===== config.mk =====
export PLATFORM = sky130hd
export DESIGN_NAME = multicycle_control
export DESIGN_NICKNAME = d
export VERILOG_FILES = /design/src/rtl/mips_ctrl_pkg.sv /design/src/rtl/multicycle_control_retire_counter.sv /design/src/rtl/multicycle_control.sv
export SDC_FILE = /design/constraint.sdc
export NUM_CORES = 1
export LEC_CHECK = 0
export ABC_AREA = 1
export ABC_CLOCK_PERIOD_IN_PS = 2300
export CORE_MARGIN = 5
export CORE_UTILIZATION = 30
export CTS_CLUSTER_DIAMETER = 80
export DETAILED_ROUTE_END_ITERATION = 8
export PLACE_DENSITY = 0.55
export SLEW_MARGIN = 40
export SYNTH_ARGS = -nofsm -noshare
export SYNTH_HDL_FRONTEND = slang
export SYNTH_SLANG_ARGS = --single-unit

===== constraint.sdc =====
create_clock -name clk -period 2.3 [get_ports clk]
set_clock_uncertainty 0.2 [all_clocks]
set_input_delay 0.23 -clock clk [delete_from_list [all_inputs] [get_ports clk]]
set_output_delay 0.23 -clock clk [all_outputs]
set_load 0.1 [all_outputs]

===== src/rtl/mips_ctrl_pkg.sv =====
// Shared definitions for the multicycle MIPS control sequencer.
// Optional JAL support is selected with the JAL_EN macro.
package mips_ctrl_pkg;

  typedef enum logic [3:0] {
    FETCH, DECODE, EXEC_R, EXEC_I, MEM_ADDR, MEM_RD,
    MEM_WB, MEM_WR, WB_R, WB_I, BRANCH, JUMP
  } stateT;

  localparam logic [5:0] R_TYPE = 6'h00;
  localparam logic [5:0] ADDI   = 6'h08;
  localparam logic [5:0] ORI    = 6'h0d;
  localparam logic [5:0] ANDI   = 6'h0c;
  localparam logic [5:0] LUI    = 6'h0f;
  localparam logic [5:0] LW     = 6'h23;
  localparam logic [5:0] SW     = 6'h2b;
  localparam logic [5:0] BEQ    = 6'h04;
  localparam logic [5:0] BNE    = 6'h05;
  localparam logic [5:0] J      = 6'h02;
  localparam logic [5:0] JAL    = 6'h03;

  localparam logic [2:0] ALU_ADD   = 3'b100;
  localparam logic [2:0] ALU_SUB   = 3'b011;
  localparam logic [2:0] ALU_OR    = 3'b101;
  localparam logic [2:0] ALU_AND   = 3'b110;
  localparam logic [2:0] ALU_LUI   = 3'b010;
  localparam logic [2:0] ALU_RTYPE = 3'b111;

  localparam logic [1:0] SRCB_RT     = 2'b00;
  localparam logic [1:0] SRCB_FOUR   = 2'b01;
  localparam logic [1:0] SRCB_IMM    = 2'b10;
  localparam logic [1:0] SRCB_IMMSH2 = 2'b11;

  localparam logic [1:0] PC_ALU    = 2'b00;
  localparam logic [1:0] PC_ALUOUT = 2'b01;
  localparam logic [1:0] PC_JUMP   = 2'b10;

  typedef struct packed {
    logic       iorD;
    logic       memRead;
    logic       memWrite;
    logic       regDst;
    logic       memtoReg;
    logic       regWrite;
    logic       aluSrcA;
    logic [1:0] aluSrcB;
    logic [2:0] aluOp;
    logic [1:0] pcSource;
    logic       link;
  } ctrlT;

  // Static (Moore) control lines for a state; op is the opcode latched in DECODE.
  function automatic ctrlT decodeCtrl(stateT s, logic [5:0] op);
    ctrlT c;
    c = '0;
    case (s)
      FETCH: begin
        c.memRead = 1'b1;
        c.aluSrcB = SRCB_FOUR;
        c.aluOp   = ALU_ADD;
        c.pcSource = PC_ALU;
      end
      DECODE: begin
        c.aluSrcB = SRCB_IMMSH2;
        c.aluOp   = ALU_ADD;
      end
      EXEC_R: begin
        c.aluSrcA = 1'b1;
        c.aluSrcB = SRCB_RT;
        c.aluOp   = ALU_RTYPE;
      end
      EXEC_I: begin
        c.aluSrcA = 1'b1;
        c.aluSrcB = SRCB_IMM;
        case (op)
          ORI:     c.aluOp = ALU_OR;
          ANDI:    c.aluOp = ALU_AND;
          LUI:     c.aluOp = ALU_LUI;
          default: c.aluOp = ALU_ADD;
        endcase
      end
      MEM_ADDR: begin
        c.aluSrcA = 1'b1;
        c.aluSrcB = SRCB_IMM;
        c.aluOp   = ALU_ADD;
      end
      MEM_RD: begin
        c.iorD    = 1'b1;
        c.memRead = 1'b1;
      end
      MEM_WR: begin
        c.iorD     = 1'b1;
        c.memWrite = 1'b1;
      end
      MEM_WB: begin
        c.memtoReg = 1'b1;
        c.regWrite = 1'b1;
      end
      WB_R: begin
        c.regDst   = 1'b1;
        c.regWrite = 1'b1;
      end
      WB_I: c.regWrite = 1'b1;
      BRANCH: begin
        c.aluSrcA  = 1'b1;
        c.aluSrcB  = SRCB_RT;
        c.aluOp    = ALU_SUB;
        c.pcSource = PC_ALUOUT;
      end
      JUMP: begin
        c.pcSource = PC_JUMP;
`ifdef JAL_EN
        if (op == JAL) begin
          c.link     = 1'b1;
          c.regWrite = 1'b1;
        end
`endif
      end
      default: c = '0;
    endcase
    return c;
  endfunction

endpackage


===== src/rtl/multicycle_control_retire_counter.sv =====
// Retired-instruction counter: 32-bit wrapping increment with synchronous active-low clear.
module retire_counter (
  input  logic        clk,
  input  logic        clearN,
  input  logic        en,
  output logic [31:0] count
);

  always_ff @(posedge clk) begin
    if (!clearN)
      count <= '0;
    else if (en)
      count <= count + 32'd1;
  end

endmodule


===== src/rtl/multicycle_control.sv =====
// Multicycle MIPS control sequencer with memory-ready stalls and retire counting.
// Define JAL_EN to accept JAL (opcode 0x03) and drive Link in the JUMP state.
module multicycle_control (
  input  logic        clk,
  input  logic        reset,
  input  logic [5:0]  OP,
  input  logic        Zero,
  input  logic        mem_ready,
  output logic        IorD,
  output logic        MemRead,
  output logic        MemWrite,
  output logic        IRWrite,
  output logic        RegDst,
  output logic        MemtoReg,
  output logic        RegWrite,
  output logic        ALUSrcA,
  output logic [1:0]  ALUSrcB,
  output logic [2:0]  ALUOp,
  output logic [1:0]  PCSource,
  output logic        PCWrite,
  output logic        Link,
  output logic        illegal_op,
  output logic [31:0] retired
);
  import mips_ctrl_pkg::*;

  stateT      state, nextState;
  logic [5:0] opReg, nextOp;
  ctrlT       ctrlQ, ctrlOut;
  logic       retireNow;

  always_comb begin
    nextState = state;
    case (state)
      FETCH:    if (mem_ready) nextState = DECODE;
      DECODE: begin
        case (OP)
          R_TYPE:               nextState = EXEC_R;
          ADDI, ORI, ANDI, LUI: nextState = EXEC_I;
          LW, SW:               nextState = MEM_ADDR;
          BEQ, BNE:             nextState = BRANCH;
          J:                    nextState = JUMP;
`ifdef JAL_EN
          JAL:                  nextState = JUMP;
`endif
          default:              nextState = FETCH;
        endcase
      end
      EXEC_R:   nextState = WB_R;
      EXEC_I:   nextState = WB_I;
      MEM_ADDR: nextState = (opReg == LW) ? MEM_RD : MEM_WR;
      MEM_RD:   if (mem_ready) nextState = MEM_WB;
      MEM_WR:   if (mem_ready) nextState = FETCH;
      default:  nextState = FETCH;
    endcase
  end

  assign nextOp = (state == DECODE) ? OP : opReg;

  // Outputs are registered from the next state so they line up with the state register.
  always_ff @(posedge clk) begin
    if (!reset) begin
      state <= FETCH;
      opReg <= R_TYPE;
      ctrlQ <= decodeCtrl(FETCH, R_TYPE);
    end else begin
      state <= nextState;
      opReg <= nextOp;
      ctrlQ <= decodeCtrl(nextState, nextOp);
    end
  end

  assign ctrlOut  = reset ? ctrlQ : decodeCtrl(FETCH, R_TYPE);
  assign IorD     = ctrlOut.iorD;
  assign MemRead  = ctrlOut.memRead;
  assign MemWrite = ctrlOut.memWrite;
  assign RegDst   = ctrlOut.regDst;
  assign MemtoReg = ctrlOut.memtoReg;
  assign RegWrite = ctrlOut.regWrite;
  assign ALUSrcA  = ctrlOut.aluSrcA;
  assign ALUSrcB  = ctrlOut.aluSrcB;
  assign ALUOp    = ctrlOut.aluOp;
  assign PCSource = ctrlOut.pcSource;
  assign Link     = ctrlOut.link;

  assign IRWrite    = reset && (state == FETCH) && mem_ready;
  assign illegal_op = reset && (state == DECODE) && (nextState == FETCH);

  // PC load qualifies the state with the handshake or branch outcome of this cycle.
  always_comb begin
    PCWrite = 1'b0;
    if (reset) begin
      case (state)
        FETCH:   PCWrite = mem_ready;
        BRANCH:  PCWrite = (opReg == BNE) ? ~Zero : Zero;
        JUMP:    PCWrite = 1'b1;
        default: PCWrite = 1'b0;
      endcase
    end
  end

  always_comb begin
    case (state)
      WB_R, WB_I, MEM_WB, BRANCH, JUMP: retireNow = 1'b1;
      MEM_WR:                           retireNow = mem_ready;
      default:                          retireNow = 1'b0;
    endcase
  end

  retire_counter retireCounter (
    .clk    (clk),
    .clearN (reset),
    .en     (retireNow),
    .count  (retired)
  );

endmodule

# Word-level counts from Yosys, hierarchy flattened
# Cells that the tools add are included.
[word_totals]
output_inout_bits = 50
in_bits = 10
wordCells = 89
register_bits = 57
[classes]
addsub = 1
reduce_logical = 15
n_mux = 22
eq_ne = 36
bitwise_logic = 1
[op_table]
columns = ["cell", "count"]
rows = [
  ["$eq A6 B4 Y1 const B", 7],
  ["$add A32 B1 Y32 const B", 1],
  ["$eq A4 B3 Y1 const B", 8],
  ["$eq A4 B4 Y1 const B", 8],
  ["$pmux W5 S6", 1],
  ["$pmux W4 S7", 1],
  ["$pmux W4 S5", 1],
  ["$eq A6 B3 Y1 const B", 3],
  ["$eq A6 B6 Y1 const B", 3],
  ["$eq A4 B2 Y1 const B", 4],
  ["$mux W15", 1],
  ["$mux W4", 3],
  ["$mux W1", 9],
  ["$pmux W3 S3", 1],
  ["$eq A4 B1 Y1 const B", 2],
  ["$logic_not A4 Y1", 2],
  ["$reduce_or A2 Y1", 4],
  ["$reduce_or A4 Y1", 2],
  ["$eq A6 B2 Y1 const B", 1],
  ["$logic_not A6 Y1", 1],
  ["$mux W6", 1],
  ["$reduce_or A5 Y1", 1],
  ["$logic_and A1 B1 Y1", 4],
  ["$pmux W2 S2", 1],
  ["other kinds (5)", 5],
]

# Longest topological paths before layout
# Gate-level depths: netlist (run 1).
[depth]
word_depth = 7
ltp_mapped = 13
mapped_depth_nobuf = 13

# Modules after synthesis
# Synthesis (run 1) repeated with hierarchy kept, for this count alone.
[unflattened]
hier_cells = 474
area_unflattened_um2 = 3101.7
[by_module_without_submodules]
columns = ["module", "instances", "seq_area_each_um2", "area_per_inst_um2", "cells_each"]
rows = [
  ["retire_counter", 1, 640.6, 1750.4, 260],
  ["multicycle_control", 1, 480.5, 1351.3, 214],
]

# Least setup slack after synthesis (run 1)
# OpenSTA, ideal clock, no wires.
[synth_timing]
path_kind = "flip-flop to output port"
start = "register state[3]"
end = "output port illegal_op"
slack_ns = -1.221
arrival_ns = 3.091
n_path_buf = 0
required_ns = 1.870
stages_incl_launch_ff = 9
path_cell_list = "dfxtp_1 -> inv_1 -> nand2_2 -> nor2_4 -> nand3_4 -> nand2_2 -> a21oi_4 -> nand3_2 -> nor3_1"
[synth_via]
elab_chain_cells = 4
word_cells_on_any_way = 14
classes_between = "6 x eq/ne; 4 x mux; 4 x reduce/logical"
[synth_lines]
columns = ["element", "line", "rtl"]
rows = [
  ["start: declaration", "multicycle_control.sv:27", "stateT state, nextState;"],
  ["start signal: assignment", "multicycle_control.sv:67", "state <= nextState;"],
  ["$eq A4 B3 Y1 (tied with other cells)", "multicycle_control.sv:34", "case (state)"],
  ["$pmux W4 S7", "multicycle_control.sv:34", ""],
  ["$logic_not A4 Y1", "multicycle_control.sv:87", "assign illegal_op = reset && (state == DECODE) && (nextState == FETCH);"],
  ["$logic_and A1 B1 Y1 (*)", "multicycle_control.sv:87", ""],
  ["end: declaration", "multicycle_control.sv:22", "output logic illegal_op,"],
]
# Every way passes the cells marked *; elsewhere a longest branch is shown, timed or not.

# Final worst setup path (run 1)
[layout_timing]
start = "input port OP[5]"
end = "output port illegal_op"
[layout_via]
elab_chain_cells = 6
word_cells_on_any_way = 17
classes_between = "9 x eq/ne; 2 x mux; 6 x reduce/logical"
[layout_lines]
columns = ["element", "line", "rtl"]
rows = [
  ["start: declaration", "multicycle_control.sv:6", "input logic [5:0] OP,"],
  ["$eq A6 B4 Y1 (tied with other cells)", "multicycle_control.sv:37", "case (OP)"],
  ["$reduce_or A4 Y1 or $reduce_or A2 Y1 (tied branches)", "multicycle_control.sv:37", ""],
  ["$pmux W4 S5 (*)", "multicycle_control.sv:37", ""],
  ["$pmux W4 S7 (*)", "multicycle_control.sv:34", ""],
  ["$logic_not A4 Y1 (*)", "multicycle_control.sv:87", ""],
  ["$logic_and A1 B1 Y1 (*)", "multicycle_control.sv:87", ""],
]
# Marked as above.

==> results of run 1 <==
[worst paths after layout]
kind / from / slack [ns] / to / depth (start not counted)
worst max-delay path: OP[5] / 0.1 / illegal_op / 8
worst min register to register: retireCounter.count[2] / 0.28 / retireCounter.count[2] / 1
worst min-delay path: OP[4] / 0.1 / opReg[4] / 3
worst max register to register: state[3] / 0.25 / ctrlQ[5] / 8
[cells by family (layout without fill, tap and decap cells)]
logic type               after synthesis  in the layout  share of synthesized area, %
AO/OA/AOI/OAI                         55             55                          9.33
XOR/XNOR                              11             11                          2.92
adder cells (fa/ha/maj)                1              1                         0.379
buffers and inverters                 79            143                          9.51
flip-flops                            56             56                          34.0
other                                  1              1                         0.114
AND/OR/NAND/NOR                      335            335                          43.8
[routing by layer]
layer / routed length (um) / part of all wire [%] / vias up / GRT usage [%]
met1: 4370 / 46 / 1540 / 18.8
li1: - / - / 1802 / -
met5: 0 / 0 / - / 0
met3: 602 / 6.3 / 12 / 4.05
met2: 4470 / 47 / 86 / 24.7
met4: 144 / 1.5 / 0 / 3.68
[worst max-delay path, stage by stage]
cell             delay [ns]
clkdlybuf4s50_1        0.52
nor2_1                 0.10
nand3_1                0.15
nand3_2                0.12
a21oi_4                0.17
nand3_4                0.10
nor3_4                 0.17
buf_12                 0.20
[cell usage in the layout (no fill, tap or decap), types with 4 or more instances in the layout]
cell type and n:
dfxtp_1 45, buf_12 17, nand3b_1 4, nand3_2 5
inv_1 60, xor2_1 9, clkdlybuf4s50_1 6, o21ai_2 4
buf_4 43, nand3_1 20, clkbuf_8 5, nand4_1 7
o21ai_0 11, nor3_1 15, a21oi_1 33, nor2_2 6
nor2_1 78, nand2_2 5, dfxtp_2 8, nand2_1 182
[area by class of cell]
class | count | share of cell area [%]
Sequential cell | 56 | 26.2
Multi-Input combinational cell | 403 | 44.0
Tap cell | 140 | 4.02
Clock buffer | 5 | 1.58
Inverter | 66 | 5.86
Timing Repair Buffer | 69 | 17.3
Clock inverter | 3 | 0.977
[sequential cells by signal (all words and copies together), names as in the netlist]
| register | flops |
|---|---|
| state | 4 |
| ctrlQ | 14 |
| retireCounter.count | 32 |
| opReg | 6 |
[metrics by stage]
stage / cell area, um2 / cells / util, %
floorplan: 3330 / 538 / -
global placement: 4170 / 731 / 38.6
detailed placement: 4170 / 731 / 38.6
CTS: 4300 / 740 / 39.8
global route: 4350 / 742 / 40.3
finish: 4350 / 742 / 40.3
[power breakdown]
group	total (uW)	internal (uW)	switching (uW)
Sequential	993	983	10.9
Clock	662	323	339
Combinational	266	87.5	178
[repair_timing]
action | CTS | global route
endpoints found under the setup margin | 1 | 1
hold buffers | 0 | 0
setup buffers | 1 | 2
gates resized for setup | 12 | 11
pin swaps | 3 | 3
==> impl_results.md, run 1 <==
- Status: finished, final reports clean
- Clock Latency Late Sink: just over 0.3 ns
- Ys async rst share: 0%
- WS Path Type: in2out
- Die Span X: ~110 um
- Drt total wl: 9.59 mm
- Net Count, Synth: about 550
- Clk buf depth: 2
- Area of the multi-input gates: 0.00192 mm2
- Crit start category: primary input
- CTS Root Cell: clkbuf_8
- Number of core rows: 38
- Core area: ~0.011 mm2
- Gr ovfl total: 0
- Fillers: between 1000 and 1500
- Final hold vios: 0
- Drt first pass iters: 5
- Die height: between 100 and 150 um
- Gr usage total: between 10 and 15%
- Vias: approximately 3400
- Final min period: ~2.2 ns
- Slew Viols, Final: 0
- Antenna Violating Nets Remaining: 0
- Max Cap Viol: 0
- Layout cells sized above 1: between 10% and 20%
- Pre-CTS setup slack: -0.0149 ns
- Pin count of the biggest net entering global routing: 24
- GP Congestion: 0.897
- Layout area overhead: 31.9%
- Worst Path Required: around 1.9 ns
- Yosys warns: 0
- Critical path arrival: around 1.8 ns
- Storage cell area: between 0.001 and 0.0015 mm2
- Syn Inst Count: ~540
- Syn_area_per_cell: 6.14 um2
- Setup ws final: ~0.096 ns
- Nets: 612
- Ant diodes: 0
- Drt via density: roughly 4.6
- I/O Buffers: just under 60
- Pleak: ~0.0018 uW
- CTS sink count: 56
- Vias in the first global route: about 3400
- Crit end category: primary output
- Worst hold margin: about 0.097 ns
- Peak Freq: around 450 MHz
- Ports: 60
- CTS tree: done
- Synth area leaders: dfxtp_1 (34%), nand2_1 (21%), nor2_1 (9.1%)
- Most common cell in the netlist: nand2_1
- Tot Pwr: 1920 uW
- Power Density: 441 mW/mm2
- Final TNS setup: 0 ns
- DRC: 0
- Setup violators final: 0
- Post-DR wirelength/cell: between 10 and 15 um
- DP HPWL: between 7 and 8 mm
- Period utilization: approximately 96%
- CP Max Fanout: 3
- Clk pin slew, worst setup/hold paths: around 0.11 ns
- Type of the worst min-delay path: in2reg
- Largest area contributor in the netlist: dfxtp_1
- Global-route wire length before repair: ~16 mm
- Commonest cells post-synth: nand2_1 (182), nor2_1 (80), inv_1 (62)
- Max H-tree Level: 2
- Top cell type's share of synthesized area: about 34%
- Top_reg_cell synth: dfxtp_1
- Post-synthesis register bit count: 56
- Die Footprint: 0.0132 mm2
- Max IR drop VDD: 0.271 mV
- Initial Util: between 30% and 40%
- Number of synthesized flops with an enable pin: 0
- Synth cell types: 33
- Mapped Area: between 0.003 and 0.004 mm2
- Post-synthesis sequential area ratio: between 30 and 40%
- Num CTS Buffers: 5
- Initial antenna violation count: 0
- DRT iter0 DRCs: roughly 170
Power figures use the tool's default switching activity.
==> run 2, diff against run 1 <==
- CORE_ASPECT_RATIO: not set -> 1.5
==> run 2 against run 1 <==
Power grew 7.7%. Setup slack lost 0.030 ns. Sequential power is essentially flat. Via count grew 2.1%. Clock-buffer cell count grew 2. Utilization grew 0.68 points. Combinational power grew 7.5%. Worst hold slack gained 0.058 ns. Non-clock buffer count grew 7. Flip-flop and latch count is the same. Critical endpoint unchanged. Largest cell class unchanged.
==> impl_results.md, run 2 (same netlist as run 1, synthesis figures left out) <==
- Gr ovfl total: 0
- Pleak: between 0.0015 and 0.002 uW
- Biggest register: retireCounter.count
- Clock Latency Late Sink: 0.29 ns
- Number of core rows: 47
- Die height: ~140 um
- Initial antenna violation count: 0
- Type of the worst min-delay path: in2reg
- CTS sink count: 56
- Worst-Margin Slew: a little under 0.5 ns
- Drt total wl: ~11 mm
- Fin cells: between 700 and 800
- CP peak stage delay: 0.52 ns
- Crit end category: primary output
- Tot Pwr: 2070 uW
- Clk buf depth: 2
- Worst hold margin: between 0.15 and 0.2 ns
- CP Max Fanout: 3
- Gr usage total: between 10% and 20%
- Final hold vios: 0
- Max reg flops: 32
- Layout area overhead: 35.9%
- Ports: 60
- Pin count of the biggest net entering global routing: 26
- Max Cap Viol: 0
- DRT iter0 DRCs: about 130
- Num CTS Buffers: 5
- Max IR drop VDD: 0.257 mV
- Period utilization: between 90% and 100%
- Fillers: roughly 1200
- Slew Viols, Final: 0
- Peak Freq: approximately 450 MHz
- Vias in the first global route: around 3600
- Nets: between 600 and 700
- Power Density: between 400 and 500 mW/mm2
- Clk pin slew, worst setup/hold paths: approximately 0.070 ns
- Antenna Violating Nets Remaining: 0
- WS Path Type: in2out
- Core area: 0.0109 mm2
- Post-Place Cells: roughly 740
- CTS tree: done
- GP Congestion: approximately 0.93
- Setup violators final: 0
- Critical path arrival: ~1.8 ns
- DRC: 0
- Final TNS setup: 0 ns
- Crit start category: primary input
- Leading cell type in the layout, fill and taps excluded: nand2_1
- Storage cell area: ~0.0011 mm2
- Pre-CTS setup slack: 0.00949 ns
- Drt via density: roughly 4.6
- Worst Path Required: roughly 1.9 ns
- CTS Root Cell: clkbuf_16
- Post-DR wirelength/cell: roughly 14 um
- Initial Util: 30.2%
- Max-slew headroom: about two thirds
- Drt first pass iters: 5
- Slowest CP cell: clkdlybuf4s50_1
- Status: finished, final reports clean
- Final min period: between 2 and 2.5 ns
- Hold_buf cts: 0
- Setup ws final: about 0.065 ns
- Layout cells sized above 1: approximately 22%
- Max H-tree Level: 2
- Cells along the critical path: clkdlybuf4s50_1 -> nor2_1 -> nand2_1 -> nand3_1 -> nor2_2 -> nand2_2 -> inv_2 -> nand3_4 -> nor3_4 -> buf_12
- Largest regs: retireCounter.count: 32 flops, ctrlQ: 14 flops, opReg: 6 flops
- DP HPWL: approximately 8.8 mm
- Ant diodes: 0
- Most frequent cells in the layout: nand2_1 (180), nor2_1 (77), inv_1 (58)
- Vias: about 3500
- Global-route wire length before repair: ~18 mm
- I/O Buffers: 58
- Die Span X: around 96 um
- Area of the multi-input gates: ~0.0019 mm2
- Die Footprint: between 0.01 and 0.015 mm2
[run 2: cell types whose count changed in the layout (fill, tap and decap cells not counted), sizes merged]
cell,delta
buf,+7
dlymetal6s2s,+4
clkbuf,+2
clkdlybuf4s50,-2
dlygate4sd2,-2
bufinv,-1
clkinv,-1
[run 2: report_power, final]
part | switching, uW | internal [uW]
Clock | 353 | 435
Combinational | 187 | 99.5
Sequential | 12.3 | 983
Total | 552 | 1520
[run 2: final timing paths]
| kind | start | to | slack (ns) | cells past startpoint |
|---|---|---|---|---|
| hold / removal | OP[4] | opReg[4] | 0.15 | 3 |
| setup reg to reg | state[1] | ctrlQ[5] | 0.30 | 10 |
| hold reg to reg | retireCounter.count[2] | retireCounter.count[2] | 0.28 | 1 |
| setup / recovery | mem_ready | illegal_op | 0.07 | 10 |
[run 2: metal layers]
metal	part of all wire, %	vias to the layer above	track usage (%)
li1	-	1813	-
met1	35	1567	16.3
met5	0	-	0
met2	55	97	33.4
met4	5.3	0	8.32
met3	4.2	35	2.88
[run 2: critical path: cells and delay by family]
family / cells / cell delay, ns
and+or+nand+nor: 7 / 0.78
buffers and inverters: 3 / 0.79
[run 2: stage by stage]
stage                     cell area (um2)  util (%)
final                                4490      41.0
after global routing                 4490      41.0
after CTS                            4390      40.1
after detailed placement             4230      38.7
after global placement               4230      38.7
after floorplan                      3330         -
[run 2: final cells by class]
type	count	area share, %
multi-input combinational	403	43.0
inverter	66	5.58
clock buffer	7	3.18
clock inverter	1	0.167
sequential	56	25.5
tap	147	4.10
timing repair buffer	76	18.5
[run 2: what timing repair did]
| item | 4_1_cts | 5_1_grt |
|---|---|---|
| gates resized for setup | 4 | 26 |
| pin swaps | 0 | 6 |
| setup endpoints to repair | 1 | 1 |
| endpoints found under the hold margin | 0 | 0 |
| setup buffers | 0 | 4 |
==> run 3, diff against run 2 <==
- CORE_MARGIN: 5 -> not set
==> run 3 against run 2 <==
First-iteration DRC count grew 41%. Routed wire length decreased by 8.1%. Clock power rose by 10%. Register-to-register slack worse by 0.06 ns. Via count rose by 0.28%. Maximum frequency rose by 0.78%. Flip-flop and latch count stayed put. Sequential power is essentially flat. Worst hold slack got worse by 0.029 ns. Critical path type unchanged.
==> impl_results.md, run 3 (same netlist as run 1, synthesis figures left out) <==
- Status: finished, final reports clean
- Ports: 60
- CP bufs+invs: 2
- Max reg flops: 32
- Die height: 130 um
- CTS tree: done
- Most frequent cells in the layout: nand2_1 (180), nor2_1 (78), inv_1 (59)
- Num CTS Buffers: 5
- Fillers: between 1000 and 1500
- Nets: 614
- WS Path Type: in2out
- Worst hold margin: roughly 0.13 ns
- Fin cells: between 700 and 800
- Global-route wire length before repair: around 16 mm
- Biggest register: retireCounter.count
- Crit start category: primary input
- Ant diodes: 0
- DRT iter0 DRCs: around 180
- Period utilization: between 90% and 100%
- Drt via density: between 4 and 5
- Drt total wl: between 10 and 15 mm
- CTS Root Cell: clkbuf_16
- Layout area overhead: 35.0%
- Max IR drop VDD: approximately 0.29 mV
- DRC: 0
- Clk pin slew, worst setup/hold paths: ~0.070 ns
- Area of the multi-input gates: 0.00193 mm2
- Die Footprint: about 0.011 mm2
- Max Cap Viol: 0
- Gr usage total: between 10% and 20%
- Antenna Violating Nets Remaining: 0
- Worst path top cell family by delay: buffers and inverters
- Layout cells sized above 1: approximately 21%
- Crit end category: primary output
- I/O Buffers: 58
- Die Span X: slightly below 90 um
- Post-DR wirelength/cell: roughly 13 um
- Gr ovfl total: 0
- Clock Latency Late Sink: about 0.30 ns
- Pre-CTS setup slack: approximately 0.042 ns
- Slew Viols, Final: 0
- Final TNS setup: 0 ns
- Largest regs: retireCounter.count: 32 flops, ctrlQ: 14 flops, opReg: 6 flops
- Number of core rows: 46
- Critical path arrival: ~1.8 ns
- Pleak: approximately 0.0019 uW
- CP Max Fanout: 3
- Setup violators final: 0
- Storage cell area: ~0.0011 mm2
- Met1 Use GR: ~17%
- Slowest CP cell: clkdlybuf4s50_1
- Met2 GRT Util: roughly 36%
- Final min period: 2.22 ns
- Drt first pass iters: 4
- Peak Freq: around 450 MHz
- Type of the worst min-delay path: in2reg
- Cells along the critical path: clkdlybuf4s50_1 -> nor2_1 -> nand3_1 -> nand3_2 -> a21oi_4 -> nand3_4 -> nor3_4 -> buf_12
- GP Congestion: approximately 0.94
- Worst-Margin Slew: 0.499 ns
- Core area: 0.0106 mm2
- Max H-tree Level: 2
- Max-slew headroom: 66.5%
- DP HPWL: a little under 8 mm
- CTS sink count: 56
- Initial antenna violation count: 0
- Leading cell type in the layout, fill and taps excluded: nand2_1
- Clk buf depth: 2
- Power Density: 479 mW/mm2
- Vias in the first global route: around 3300
- GR Util met3: under 10%
- Initial Util: between 30% and 40%
- Vias: approximately 3500
- CP peak stage delay: around 0.50 ns
- Busiest grt layer: met2
- Pin count of the biggest net entering global routing: 25
- Final hold vios: 0
- Post-Place Cells: around 740
- Worst Path Required: 1.87 ns
- Setup ws final: 0.0823 ns
-- run 3: cell types whose count changed in the layout (fill, tap and decap cells not counted), sizes merged --
cell	previous run	this run
buf	67	62
clkinv	0	1
clkbuf	7	6
bufinv	0	1
clkinvlp	1	0
-- run 3: per-layer routing --
metal	vias to the layer above	wire [um]
met5	-	0
met4	0	519
met3	31	333
met2	97	5460
met1	1584	3710
li1	1810	-
-- run 3: final cells by class --
class | count | area share [%]
inverter | 66 | 5.67
timing repair buffer | 71 | 17.5
clock inverter | 2 | 0.787
clock buffer | 6 | 2.89
multi-input combinational | 403 | 43.4
sequential | 56 | 25.6
tap | 144 | 4.04
-- run 3: worst register-to-register path: cells and delay by family, from the launching register on --
kind,cells,cell delay [ns]
AO/OA/AOI/OAI,1,0.29
flip-flops,1,0.36
AND/OR/NAND/NOR,7,1.10
-- run 3: timing repair --
action	4_1_cts	5_1_grt
pin swaps	0	8
resized for setup	2	28
setup endpoints to repair	1	1
buffers inserted	0	2
hold buffers	0	0
-- run 3: power breakdown --
part           total, uW  switching (uW)  internal (uW)
combinational        273             182           91.0
sequential           993            10.4            982
clock                870             357            513
-- run 3: final timing paths --
check                              start                     end  slack (ns)  cells after the start
setup reg to reg                state[3]                ctrlQ[5]        0.24                      8
hold / removal                     OP[4]                opReg[4]        0.13                      3
hold reg to reg   retireCounter.count[2]  retireCounter.count[2]        0.28                      1
setup / recovery                   OP[5]              illegal_op        0.08                      8
-- run 3: per-stage QoR --
stage,util [%],power (uW),cell area (um2)
floorplan,-,1190,3330
detailed placement,39.4,1280,4190
global placement,39.4,1280,4190
global route,41.8,2220,4450
finish,41.8,2140,4450
CTS,40.9,2160,4360
